**src/rtl/event_token_ring.sv**
```systemverilog
// rtl/event_token_ring.sv - N-party round-robin token ring with start delay, round counting and stall detection
module event_token_ring #(
  parameter int N_PARTIES   = 2,
  parameter int ROUNDS      = 10,
  parameter int START_DELAY = 100,
  parameter int STALL_MAX   = 0,
  parameter int CNT_W       = 16,
  localparam int PW = (N_PARTIES > 2) ? $clog2(N_PARTIES) : 1
) (
  input  logic                 clk,
  input  logic                 rst_n,
  input  logic                 enable,
  input  logic [N_PARTIES-1:0] ev_ready,
  output logic [N_PARTIES-1:0] ev_valid,
  output logic [PW-1:0]        cur_party,
  output logic [CNT_W-1:0]     round_cnt,
  output logic                 busy,
  output logic                 done,
  output logic                 err
);

  if (N_PARTIES < 2) begin : g_bad_parties
    $error("event_token_ring: N_PARTIES must be >= 2");
  end
  if (ROUNDS < 1 || (longint'(ROUNDS) >> CNT_W) != 0) begin : g_bad_rounds
    $error("event_token_ring: ROUNDS must be >= 1 and fit in CNT_W bits");
  end
  if (START_DELAY < 0 || (longint'(START_DELAY) >> CNT_W) != 0) begin : g_bad_delay
    $error("event_token_ring: START_DELAY must fit in CNT_W bits");
  end
  if (STALL_MAX < 0 || (longint'(STALL_MAX) >> CNT_W) != 0) begin : g_bad_stall
    $error("event_token_ring: STALL_MAX must fit in CNT_W bits");
  end

  typedef enum logic [2:0] {
    S_IDLE,
    S_DELAY,
    S_FIRE,
    S_DONE,
    S_ERR
  } state_t;

  state_t           state_q, state_d;
  logic [PW-1:0]    party_q, party_d;
  logic [CNT_W-1:0] round_q, round_d;
  logic [CNT_W-1:0] dly_q, dly_d;
  logic [CNT_W-1:0] stall_q, stall_d;

  logic             hs;
  logic             last_party;
  logic [CNT_W-1:0] round_inc;

  assign hs         = (state_q == S_FIRE) && ev_ready[party_q];
  assign last_party = (party_q == PW'(N_PARTIES - 1));
  assign round_inc  = (round_q == '1) ? round_q : round_q + 1'b1;

  always_ff @(posedge clk or negedge rst_n) begin
    if (!rst_n) begin
      state_q <= S_IDLE;
      party_q <= '0;
      round_q <= '0;
      dly_q   <= '0;
      stall_q <= '0;
    end else begin
      state_q <= state_d;
      party_q <= party_d;
      round_q <= round_d;
      dly_q   <= dly_d;
      stall_q <= stall_d;
    end
  end

  always_comb begin
    state_d = state_q;
    party_d = party_q;
    round_d = round_q;
    dly_d   = dly_q;
    stall_d = stall_q;
    case (state_q)
      S_IDLE: begin
        if (enable) begin
          stall_d = '0;
          if (START_DELAY > 0) begin
            state_d = S_DELAY;
            dly_d   = CNT_W'(START_DELAY - 1);
          end else begin
            state_d = S_FIRE;
          end
        end
      end
      S_DELAY: begin
        if (dly_q == '0) begin
          state_d = S_FIRE;
          stall_d = '0;
        end else begin
          dly_d = dly_q - 1'b1;
        end
      end
      S_FIRE: begin
        // A handshake wins over a stall timeout landing on the same edge.
        if (hs) begin
          stall_d = '0;
          if (last_party) begin
            party_d = '0;
            round_d = round_inc;
            if (round_inc == CNT_W'(ROUNDS)) state_d = S_DONE;
          end else begin
            party_d = party_q + 1'b1;
          end
        end else if (STALL_MAX > 0) begin
          if (stall_q == CNT_W'(STALL_MAX - 1)) state_d = S_ERR;
          else stall_d = stall_q + 1'b1;
        end
      end
      default: ;
    endcase
  end

  always_comb begin
    ev_valid = '0;
    if (state_q == S_FIRE) ev_valid[party_q] = 1'b1;
  end

  assign cur_party = party_q;
  assign round_cnt = round_q;
  assign busy      = (state_q == S_DELAY) || (state_q == S_FIRE);
  assign done      = (state_q == S_DONE);
  assign err       = (state_q == S_ERR);

endmodule
```
**config.mk**
```make
export PLATFORM = sky130hd
export DESIGN_NAME = event_token_ring
export DESIGN_NICKNAME = d
export VERILOG_FILES = /design/src/rtl/event_token_ring.sv
export SDC_FILE = /design/constraint.sdc
export NUM_CORES = 1
export LEC_CHECK = 0
export BUFFER_PORTS_ARGS = -buffer_cell sky130_fd_sc_hd__buf_2
export CAP_MARGIN = 15
export CORE_ASPECT_RATIO = 1.2
export CORE_MARGIN = 4
export CORE_UTILIZATION = 50
export CTS_CLUSTER_SIZE = 16
export DETAILED_ROUTE_END_ITERATION = 7
export PLACE_DENSITY_LB_ADDON = 0.3
export SYNTH_ARGS = -nofsm -noshare
export SYNTH_HDL_FRONTEND = slang
export SYNTH_SLANG_ARGS = --single-unit
```
**constraint.sdc**
```tcl
create_clock -name clk -period 5.2 [get_ports clk]
set_input_delay 0.26 -clock clk [delete_from_list [all_inputs] [get_ports clk]]
set_output_delay 0.26 -clock clk [all_outputs]
set_load 0.02 [all_outputs]
```
==> results of run 1 <==
==> worst max-delay path, stage by stage (launching register included) <==
cell	delay (ns)
dfrtp_1	0.42
ha_1	0.29
nand4_2	0.23
or4_4	0.49
a211oi_1	0.25
o22ai_1	0.15
or4_4	0.43
o311ai_1	0.23
==> layer usage <==
layer  share of wire (%)  track usage [%]  vias to the layer above
met5                   0                0                        -
met4                 2.4            8.748                        0
met3                 3.5            4.336                       10
met2                  50            29.42                       35
met1                  44            22.08                      856
li1                    -                -                      875
==> sequential cells by signal, indices dropped and copies added (netlist names) <==
name	flops
cur_party	1
round_cnt	16
state_q	2
dly_q	16
==> through the flow <==
stage / hold WS (ns) / power (uW) / area (sq um)
after global placement: 0.3797 / 285.1 / 2337
final: 0.04826 / 495.4 / 2437
after detailed placement: 0.3824 / 285.2 / 2337
after CTS: 0.07656 / 504.8 / 2437
after floorplan: -0.03559 / 278.6 / 2191
after global routing: 0.1078 / 518.8 / 2437
==> power by group <==
part	internal (uW)	total (uW)	switching [uW]	leakage [uW]
clock	121	216	95.0	0.0000515
combinational	1.08	7.38	6.30	0.000654
sequential	272	272	0	0.000458
==> worst min path at each step <==
| stage | startpoint | endpoint | slack [ns] | cells past startpoint |
|---|---|---|---|---|
| 2_1_floorplan | rst_n | cur_party | -0.04 | 0 |
| 3_3_place_gp | rst_n | dly_q[4] | 0.38 | 1 |
| 3_5_place_dp | rst_n | dly_q[5] | 0.38 | 1 |
| 4_1_cts | rst_n | dly_q[5] | 0.08 | 1 |
| 5_1_grt | rst_n | dly_q[5] | 0.11 | 1 |
| 6_report | rst_n | dly_q[5] | 0.05 | 1 |
==> placed cells by master, fill, tap and decap left out, types with 2 or more instances in the layout <==
cell,netlist,final
dfrtp_1,35,35
nor2_1,29,29
buf_2,6,25
nand2_1,19,19
xnor2_1,14,14
xor2_1,13,13
nor3_1,10,10
nand3_1,9,9
inv_1,8,8
ha_1,7,7
clkbuf_8,0,7
mux2i_1,6,6
a21oi_1,5,5
nor4_1,5,5
o211ai_1,5,5
nor2b_1,4,4
o21ai_1,4,4
and2_1,3,3
o21ai_0,3,3
or4_4,3,3
and4_1,3,3
or4_1,2,2
nand4_2,2,2
a31oi_1,2,2
o2111ai_1,2,2
nand4_1,2,2
or3_1,2,2
nor3b_1,2,2
o211a_1,2,2
a211oi_1,2,2
o41ai_1,2,2
o311ai_1,2,2
==> cell families (layout without fill, tap and decap cells) <==
kind of cell / after synthesis / count (layout) / synth area share, %
buffers and inverters: 20 / 42 / 3.941
and+or+nand+nor: 101 / 101 / 25.98
DFF: 35 / 35 / 39.98
muxes: 7 / 7 / 3.255
other: 1 / 1 / 0.1712
adders and majority gates: 7 / 7 / 3.998
xor gates and xnor gates: 27 / 27 / 10.79
AOI/OAI and AO/OA: 36 / 36 / 11.88
==> cell type report <==
class | count | share of cell area, %
clock buffers | 8 | 4.107
inverters | 8 | 1.232
multi-input cells | 179 | 50.41
flip-flops and latches | 35 | 35.93
well taps | 56 | 2.875
repair buffers | 26 | 5.441
==> flow_summary.json, run 1 <==
{
  "worstSkewPairLatency_ns": 0.28,
  "ys_seq_area_share_pct": 39.98,
  "antenna_found_initial": 0,
  "async_flop_share_pct": 100.0,
  "maxSlewHeadroom_pct": 43.88,
  "post_cts_buffers": 0,
  "fmax_mhz": 386.7,
  "port_buffers": 25,
  "grt_max_degree": 36,
  "slew_violations": 0,
  "rsz0062_at_grt": "no",
  "crit_fanout": 8,
  "placed_cells": 304,
  "nets": 267,
  "synth-seq-cells": 35,
  "multi_input_area_sq_um": 1229,
  "drt_wl_total_um": 4383,
  "cts_root_buffer": "clkbuf_8",
  "end_kind": "register",
  "skew_ns": 0.003305,
  "grt_pass1_wl_um": 7603,
  "vias": 1776,
  "required_ns": 5.39,
  "r2r-start": "round_cnt[0]",
  "n_fill_cell": 395,
  "cts-hold-fix-buffers": 0,
  "synth_most_common_cell": "dfrtp_1",
  "place_ws_ns": 2.637,
  "coreArea_sq_um": 4262,
  "cts_made_buffers": 5,
  "setup_viol": 0,
  "initialDrtViolationCount": 85,
  "die_y_um": 80.51,
  "grt_pass1_vias": 1710,
  "synth.avg_cell_area_sq_um": 9.363,
  "rr_endpoint": "state_q[0]",
  "layout-drive-gt1-share_pct": 17.58,
  "die_area_sq_um": 5509,
  "synth_edf_count": 0,
  "utilization_pct": 57.19,
  "post_cts_resized": 0,
  "die_w_um": 68.43,
  "row_count": 26,
  "io_pins": 27,
  "cts_num_sinks": 35,
  "synthFlopType": "dfrtp_1",
  "status": "finished, final reports clean",
  "antenna_cells": 0,
  "synth_cell_type_count": 48,
  "synthCells": 234,
  "p_leak_uw": 0.001163,
  "r2r_cells": 7,
  "path_class": "reg2reg",
  "timing.final.crit_share_pct": 49.73,
  "dp_hpwl_um": 3163,
  "cts_buffer_depth": 2,
  "fin_cells": 312,
  "viasPerCell": 5.692,
  "grt_use_total_pct": 18.17,
  "ir_worst_vdd_v": 0.0001406,
  "critical_path_arrival_ns": 2.77,
  "syn_to_final_growth_pct": 11.25,
  "cts_tree": "done",
  "r2r_setup_slack_ns": 2.61,
  "hold_viol": 0,
  "endpoint": "state_q[0]",
  "wl_per_cell_um": 14.05,
  "drtAntennaViolNets": 0,
  "regArea_sq_um": 875.8,
  "synth.top_cells.by_count": "dfrtp_1, nor2_1, nand2_1",
  "drc_errors": 0,
  "setup_tns_ns": 0,
  "drv_cap": 0,
  "period_minus_slack_ns": 2.586,
  "setup_ws_ns": 2.614,
  "drtPass1Iterations": 4,
  "power.density_nw_per_um2": 203.2,
  "yosysTopAreaCellShare_pct": 39.98,
  "syn-cell-area_sq_um": 2191,
  "startpoint": "round_cnt[0]",
  "clk_pin_slew_ns": 0.07,
  "ctsHtreeMaxLevel": 2,
  "start_util_pct": 51.41,
  "yosysTopAreaCell": "dfrtp_1",
  "grt-ovfl-total": 0,
  "worstHoldPathType": "in2async",
  "tightest_slew_ns": 0.8418,
  "yosysWarnings": 0,
  "worst_setup_path_start_kind": "register",
  "synth_fp_nets": 246,
  "place_congestion": 0.9740,
  "ys_top_cells_by_area": "dfrtp_1, xnor2_1, xor2_1"
}
Note: power is estimated with default switching activity, not from simulation.
==> inputs of run 2 (changes only) <==
clock period = 2.7 ns   (was 5.2 ns; I/O delays follow)
==> flow_summary.json, run 2 (same netlist as run 1, synthesis figures left out) <==
{
  "status": "finished, final reports clean",
  "grt_max_degree": 36,
  "rsz0062_at_grt": "no",
  "drc_errors": 0,
  "setup_viol": 0,
  "clock_power_share_pct": 43.4,
  "tightest_slew_ns": 0.8116,
  "worstSkewPairLatency_ns": 0.28,
  "grt_use_met3_pct": 4.196,
  "grt_pass1_vias": 1797,
  "timing.final.crit_share_pct": 94.16,
  "die_y_um": 80.51,
  "hold_viol": 0,
  "die_w_um": 68.43,
  "port_buffers": 25,
  "grt-ovfl-total": 0,
  "ir_worst_vdd_v": 0.0002794,
  "initialDrtViolationCount": 84,
  "mostFrequentLayoutCell": "dfrtp_1",
  "drtPass1Iterations": 4,
  "cts_made_buffers": 5,
  "period_minus_slack_ns": 2.542,
  "setup_tns_ns": 0,
  "wl_per_cell_um": 14.04,
  "layout-drive-gt1-share_pct": 21.64,
  "required_ns": 2.88,
  "slew_violations": 0,
  "end_kind": "register",
  "top_usage_layer": "met2",
  "die_area_sq_um": 5509,
  "crit_fanout": 8,
  "grt_util_met1_pct": 23.20,
  "place_congestion": 0.8659,
  "vias": 1808,
  "nets": 279,
  "r2r-start": "round_cnt[3]",
  "dp_hpwl_um": 3373,
  "cts_tree": "done",
  "clk_pin_slew_ns": 0.07,
  "maxSlewHeadroom_pct": 45.39,
  "drt_wl_total_um": 4550,
  "rr_endpoint": "state_q[1]",
  "drtAntennaViolNets": 0,
  "io_pins": 27,
  "critical_path_arrival_ns": 2.72,
  "post_cts_buffers": 0,
  "coreArea_sq_um": 4262,
  "start_util_pct": 51.41,
  "ctsHtreeMaxLevel": 2,
  "fmax_mhz": 393.3,
  "combPwrFrac_pct": 1.6,
  "grt_use_total_pct": 19.23,
  "worstHoldPathType": "in2reg",
  "internal_power_uw": 759.9,
  "p_sw_share_pct": 20.30,
  "grtUsageMet2_pct": 31.04,
  "power.density_nw_per_um2": 375.0,
  "endpoint": "state_q[1]",
  "p_leak_uw": 0.001228,
  "viasPerCell": 5.580,
  "grt_pass1_wl_um": 8010,
  "drv_cap": 0,
  "startpoint": "round_cnt[3]",
  "switching_power_uw": 193.6,
  "row_count": 26,
  "whs_ns": 0.05143,
  "layout_common_cells": "dfrtp_1, nor2_1, buf_2",
  "antenna_cells": 0,
  "r2r_cells": 6,
  "cts_root_buffer": "clkbuf_8",
  "cts_buffer_depth": 2,
  "syn_to_final_growth_pct": 16.05,
  "r2r_setup_slack_ns": 0.16,
  "path_class": "reg2reg",
  "sequentialPowerShare_pct": 55.0,
  "worst_setup_path_start_kind": "register",
  "cts_num_sinks": 35,
  "antenna_found_initial": 0,
  "skew_ns": 0.004590
}
## run 2: power groups by stage
stage	Clock [uW]	Sequential, uW	Combinational, uW
after floorplan	0	534	2.35
after global placement	0	534	15.1
after detailed placement	0	534	15.4
after CTS	435	524	16.5
after global routing	458	524	18.3
final	414	524	15.4
## run 2: per-stage QoR
| step | setup slack, ns | instances | instance area (sq um) | util (%) | power (uW) |
|---|---|---|---|---|---|
| floorplan | 0.1866 | 234 | 2191 | - | 536.6 |
| global placement | 0.1932 | 315 | 2420 | 56.78 | 549.3 |
| detailed placement | 0.1163 | 315 | 2420 | 56.78 | 549.5 |
| CTS | 0.06183 | 324 | 2530 | 59.37 | 975.2 |
| global route | 0.01640 | 324 | 2542 | 59.66 | 1000 |
| finish | 0.1577 | 324 | 2542 | 59.66 | 953.5 |
## run 2: cell type report
cell class / count / area, sq um
sequential: 35 / 877.1
timing repair buffer: 38 / 225.2
clock buffer: 8 / 100.1
fill: 378 / 1719
tap: 56 / 70.07
inverter: 8 / 30.03
multi-input combinational: 179 / 1240
## run 2: worst min-delay path by stage
stage                startpoint   endpoint  slack (ns)  cells past startpoint
finish              ev_ready[1]  cur_party        0.05                      2
global route        ev_ready[1]  cur_party        0.06                      2
CTS                 ev_ready[1]  cur_party        0.04                      2
detailed placement        rst_n   dly_q[5]        0.27                      1
global placement          rst_n   dly_q[5]        0.26                      1
floorplan                 rst_n  cur_party       -0.16                      0
## run 2: critical path: stages (launching register included)
cell	delay, ns
dfrtp_1	0.58
nand3_4	0.16
nor4_1	0.53
xnor2_1	0.18
nand4_1	0.17
or4_4	0.57
o311ai_1	0.25
## run 2: layer usage
metal	wire [um]	share of wire, %
met1	1881	41
met2	2309	51
met3	217	4.8
met4	142	3.1
met5	0	0
## run 2: what timing repair did
| item | in CTS | in global routing |
|---|---|---|
| hold endpoints to repair | 35 | 0 |
| resized for setup | 0 | 3 |
| setup endpoints to repair | 0 | 2 |
| hold buffers | 1 | 0 |
